[src/rtl/uart_pkg.sv]
// Shared constants for the UART receive path: byte width, default FIFO
// depth and the width of a fill-level count for that depth.
package uart_pkg;

    localparam int BYTE_W     = 8;
    localparam int FIFO_DEPTH = 16;

    // A level counter must hold 0..depth inclusive, hence one extra bit.
    function automatic int level_width(input int depth);
        return $clog2(depth) + 1;
    endfunction

    localparam int LEVEL_W = level_width(FIFO_DEPTH);

endpackage

[src/rtl/uart_fifo_mem.sv]
// Byte storage for the receive FIFO: one synchronous write port and one
// asynchronous read port so the head byte is visible without added latency.
// Contents are deliberately not reset.
module uart_fifo_mem
    import uart_pkg::*;
#(
    parameter int DEPTH = FIFO_DEPTH,
    parameter int AW    = LEVEL_W - 1
) (
    input  logic              clk,
    input  logic              wr_en,
    input  logic [AW-1:0]     wr_addr,
    input  logic [BYTE_W-1:0] wr_data,
    input  logic [AW-1:0]     rd_addr,
    output logic [BYTE_W-1:0] rd_data
);

    logic [BYTE_W-1:0] mem [DEPTH];

    // Store the incoming byte on an accepted push.
    always_ff @(posedge clk) begin
        if (wr_en) begin
            mem[wr_addr] <= wr_data;
        end
    end

    assign rd_data = mem[rd_addr];

endmodule

[src/rtl/uart_rx_fifo.sv]
// Receive FIFO behind a UART receiver. A rising edge on the receiver's
// byte-ready level pushes one byte; the consumer pops with a valid/ready
// handshake. Flags are decoded from the level register only, so they
// never glitch on pointer comparisons.
module uart_rx_fifo
    import uart_pkg::*;
#(
    parameter int DEPTH  = FIFO_DEPTH,
    parameter int AW     = LEVEL_W - 1,
    parameter int THRESH = 8
) (
    input  logic              clk,
    input  logic              reset,
    input  logic              rdy,
    input  logic [BYTE_W-1:0] din,
    input  logic              rd_ready,
    input  logic              clr_overrun,
    output logic              rd_valid,
    output logic [BYTE_W-1:0] rd_data,
    output logic [AW:0]       level,
    output logic              full,
    output logic              empty,
    output logic              overrun,
    output logic              thresh_irq
);

    logic          rdy_q;
    logic [AW-1:0] wr_ptr_reg;
    logic [AW-1:0] rd_ptr_reg;
    logic [AW:0]   level_reg;
    logic          overrun_reg;

    logic push_stb;
    logic pop;
    logic wr_en;
    logic drop;

    // A full FIFO may still accept a byte if the head leaves on the same edge.
    assign push_stb = rdy & ~rdy_q;
    assign pop      = rd_valid & rd_ready;
    assign wr_en    = push_stb & (~full | pop);
    assign drop     = push_stb & full & ~pop;

    // Remember the previous rdy level; reset high so a level held through
    // reset is not mistaken for a new byte.
    always_ff @(posedge clk or negedge reset) begin
        if (!reset) begin
            rdy_q <= 1'b1;
        end else begin
            rdy_q <= rdy;
        end
    end

    // Advance the pointers on accepted pushes and pops; AW-bit wrap.
    always_ff @(posedge clk or negedge reset) begin
        if (!reset) begin
            wr_ptr_reg <= '0;
            rd_ptr_reg <= '0;
        end else begin
            if (wr_en) begin
                wr_ptr_reg <= wr_ptr_reg + AW'(1);
            end
            if (pop) begin
                rd_ptr_reg <= rd_ptr_reg + AW'(1);
            end
        end
    end

    // Track the fill level; a simultaneous push and pop cancel out.
    always_ff @(posedge clk or negedge reset) begin
        if (!reset) begin
            level_reg <= '0;
        end else if (wr_en && !pop) begin
            level_reg <= level_reg + (AW+1)'(1);
        end else if (pop && !wr_en) begin
            level_reg <= level_reg - (AW+1)'(1);
        end
    end

    // Sticky overrun flag; a drop on the same edge as a clear keeps it set.
    always_ff @(posedge clk or negedge reset) begin
        if (!reset) begin
            overrun_reg <= 1'b0;
        end else if (drop) begin
            overrun_reg <= 1'b1;
        end else if (clr_overrun) begin
            overrun_reg <= 1'b0;
        end
    end

    assign level      = level_reg;
    assign full       = (level_reg == (AW+1)'(DEPTH));
    assign empty      = (level_reg == '0);
    assign rd_valid   = ~empty;
    assign thresh_irq = (level_reg >= (AW+1)'(THRESH));
    assign overrun    = overrun_reg;

    uart_fifo_mem #(
        .DEPTH (DEPTH),
        .AW    (AW)
    ) u_mem (
        .clk     (clk),
        .wr_en   (wr_en),
        .wr_addr (wr_ptr_reg),
        .wr_data (din),
        .rd_addr (rd_ptr_reg),
        .rd_data (rd_data)
    );

endmodule

[config.mk]
export PLATFORM = sky130hd
export DESIGN_NAME = uart_rx_fifo
export DESIGN_NICKNAME = d
export VERILOG_FILES = /design/src/rtl/uart_pkg.sv /design/src/rtl/uart_fifo_mem.sv /design/src/rtl/uart_rx_fifo.sv
export SDC_FILE = /design/constraint.sdc
export NUM_CORES = 1
export LEC_CHECK = 0
export BUFFER_PORTS_ARGS = -buffer_cell sky130_fd_sc_hd__buf_4
export CAP_MARGIN = 20
export CORE_ASPECT_RATIO = 0.6
export CORE_MARGIN = 1
export CORE_UTILIZATION = 30
export DETAILED_ROUTE_END_ITERATION = 8
export GPL_ROUTABILITY_DRIVEN = 0
export GPL_TIMING_DRIVEN = 0
export PLACE_DENSITY = 0.55
export SETUP_SLACK_MARGIN = 0.3
export SYNTH_ARGS = -nofsm -noshare
export SYNTH_HDL_FRONTEND = slang
export SYNTH_SLANG_ARGS = --single-unit
export TNS_END_PERCENT = 10
[constraint.sdc]
create_clock -name clk -period 7.2 [get_ports clk]
set_input_delay 0.36 -clock clk [delete_from_list [all_inputs] [get_ports clk]]
set_output_delay 0.36 -clock clk [all_outputs]
set_load 0.03 [all_outputs]
==> results.md <==
* Status: complete, no violations
* Ys async rst share at 0.105
* Main flop type after synthesis: edfxtp_1
* Mux share of post-synthesis cell area at 0.121
* Clk sink count at 143
* Critical-path maximum fanout at 10
* Synth top area cells: edfxtp_1, mux4_2, dfrtp_1, mux2i_1, ha_1
* Kind of critical path: register to output port
* DIE WIDTH at 183 um
* Initial antenna violation count at 0
* Chip height at about 110 um
* Post-synth EDFFs at 128
* GR Util All Layers at 0.143
* First-pass GRT wire length at around 20 mm
* Core Footprint at 19100 sq um
* Hold Path Class: input pin to register
* Clk_skew at 0.0111 ns
* Synth top area share at 0.655
* Hold Startpoint: rdy
* WL/cell at 19.5 um
* Req. time, crit path at 6.84 ns
* Max-cap violations at 0
* Fmax at about 330 MHz
* RSZ-0062 raised after global routing: false
* Clk slew on worst S/H paths at roughly 0.070 ns
* Max reg flops at 128
* CTS tree: yes
* Clock root cell: clkbuf_16
* Worst R2R Path Depth at 11
* Starting DRT DRC Count at around 260
* Boundary Pins at 31
* Worst Hold End: rdy_q$_DFF_PN1_
* Dpl hpwl at around 9 mm
* Worst setup SP type: register
* Cell count after synthesis at 339
* Combinational family with the most area after synthesis: multiplexers
* H-tree Lvls at 4
* Yosys top cell by area: edfxtp_1
* R2R Path Start: level[1]$_DFFE_PN0P_
* Final setup viols at 0
* Pwr/cell area at 418 nW/um^2
* Post-synthesis compound-gate area fraction at 0.0533
* Clk_lat worst skew at 0.42 ns
* Synth-to-Final Area Change at 19.8%
* #FFs+latches synth at around 140
* Vias per cell at 4.66
* Simple-Gate Fraction of Synth Area at 0.0458
* ANT nets after route at 0
* Worst Tran Pin Value at a little over 0.8 ns
* Total CTS buffers at 17
* Nets@finish at 412
* Die area at 20100 sq um
* Area share of fa/ha/maj cells after synthesis at 0.0226
* DR pass1 iterations at 4
* Clk buf depth at 2
* Largest net degree at the start of global routing at 17
* Worst setup margin at about 4.1 ns
* Hold path depth at 1
* Initial Utilization at 0.308
* Placed Cells at 635
* Period utilization at 0.426
* Syn nets at 362
* Ys Warns at 0
* Fin. Hold Viols at 0
* TNS Setup at 0 ns
* Sequential element share of the synthesized area at 0.719
* Port bufs at 30
* Netlist Area Pre-Place at around 6000 sq um
* Share of cells above drive strength 1 at 0.259
* Max VDD drop at ~0.19 mV
* Non-Filler Instances at 668
* Antenna diode count at 0
* Worst path arrival time at 2.71 ns
* Total grt overflow at 0
* # DRC at 0
* Max_slew headroom at 0.456
* Cell variety after synth at 37
* Setup WS pre-CTS at 4.44 ns
* Final instance area at about 7000 sq um
* Leak at around 2.5 nW
* XOR/XNOR share of the synthesized area at 0.0149
* Reg-to-reg slack, setup at approximately 4.5 ns
* Vias in the first global route at approximately 3100
* Mean Syn Cell Area at 17.3 sq um
* Final WL at 13.0 mm
* Slew Limit Fails at 0
* Vias at ~3100
* Crit path time final at roughly 3 ns
* Rows at 39
* Crit end category: output port
* DP Area at 6430 sq um
* R2R Path End: level[4]$_DFFE_PN0P_
[what timing repair did]
action / in CTS / in global routing
hold endpoints to repair: 14 / 0
gates resized for setup: 0 / 0
hold buffers: 1 / 0
setup buffers: 0 / 0
[cell usage after synthesis (all sizes together) (9+ instances only)]
| cell type | n |
|---|---|
| mux2i | 25 |
| ha | 9 |
| edfxtp | 128 |
| and2 | 13 |
| dfrtp | 14 |
| buf | 9 |
| mux2 | 9 |
| a21oi | 10 |
| mux4 | 16 |
| o21ai | 20 |
| inv | 13 |
| nand2 | 16 |
[metrics by stage]
step | hold WS, ns | utilization | power (mW)
final | 0.0459 | 0.368 | 2.94
after global routing | 0.0285 | 0.368 | 3.10
after CTS | 0.0343 | 0.368 | 2.96
after detailed placement | 0.232 | 0.337 | 2.10
after global placement | 0.231 | 0.337 | 2.09
after floorplan | 0.0644 | - | 1.73
[worst max-delay path: stages (launching register included)]
cell and delay [ns]:
dfrtp_1 0.39, buf_2 0.22, and2_1 0.17, clkbuf_1 0.24, a221oi_1 0.72, a22oi_1 0.20, nand2_1 0.16, buf_4 0.18
[routing by layer]
metal  wire length (um)  GRT usage  vias up
li1                   -          -     1421
met1               6530      0.212     1584
met2               5290      0.188       94
met3               1060     0.0509       14
met4                132     0.0480        0
met5                  0          0        -
[layout by cell type, fill, tap and decap left out, types with 3 or more instances in the layout]
master / count
mux4_2: 16
edfxtp_1: 128
clkinv_4: 5
a21oi_1: 10
nor2_1: 7
buf_2: 3
ha_1: 9
nand2_1: 16
xnor2_1: 8
inv_1: 13
mux2_2: 9
clkbuf_16: 20
dfrtp_1: 14
and2_1: 12
inv_4: 4
buf_4: 35
o21ai_0: 20
clkbuf_1: 6
a221oi_1: 8
a22oi_1: 8
mux2i_1: 25
[worst max-delay path by stage]
| stage | start | endpoint | slack (ns) | depth (start not counted) |
|---|---|---|---|---|
| final | rd_ptr_reg[1]$_DFFE_PN0N_ | rd_data[5] | 4.13 | 7 |
| after global routing | rd_ptr_reg[1]$_DFFE_PN0N_ | rd_data[7] | 3.82 | 7 |
| after CTS | rd_ptr_reg[1]$_DFFE_PN0N_ | rd_data[7] | 4.14 | 7 |
| after detailed placement | level[1]$_DFFE_PN0P_ | level[4]$_DFFE_PN0P_ | 4.44 | 11 |
| after global placement | level[1]$_DFFE_PN0P_ | level[4]$_DFFE_PN0P_ | 4.48 | 11 |
| after floorplan | level[1]$_DFFE_PN0P_ | level[4]$_DFFE_PN0P_ | 4.49 | 10 |
[layout make-up]
class,instances,area [sq um]
buffer,15,86.3
clock buffer,20,500
clock inverter,12,91.3
fill,1788,12100
inverter,13,48.8
multi-input combinational,168,1510
sequential,143,4220
tap,266,333
timing repair buffer,31,235
[logic make-up (layout without fill, tap and decap cells)]
kind of cell               Yosys count  after routing
DFF                                143            143
AOI/OAI and AO/OA                   50             50
buffers and inverters               28             91
xor gates and xnor gates            10             10
adders and majority gates           10             10
and+or+nand+nor                     48             48
muxes                               50             50
[report_power, final]
group	internal [mW]	switching [mW]
sequential	0.981	0.0548
clock	0.507	0.353
combinational	0.405	0.638
total	1.89	1.05
No activity file was read; power rests on OpenSTA's default activity.
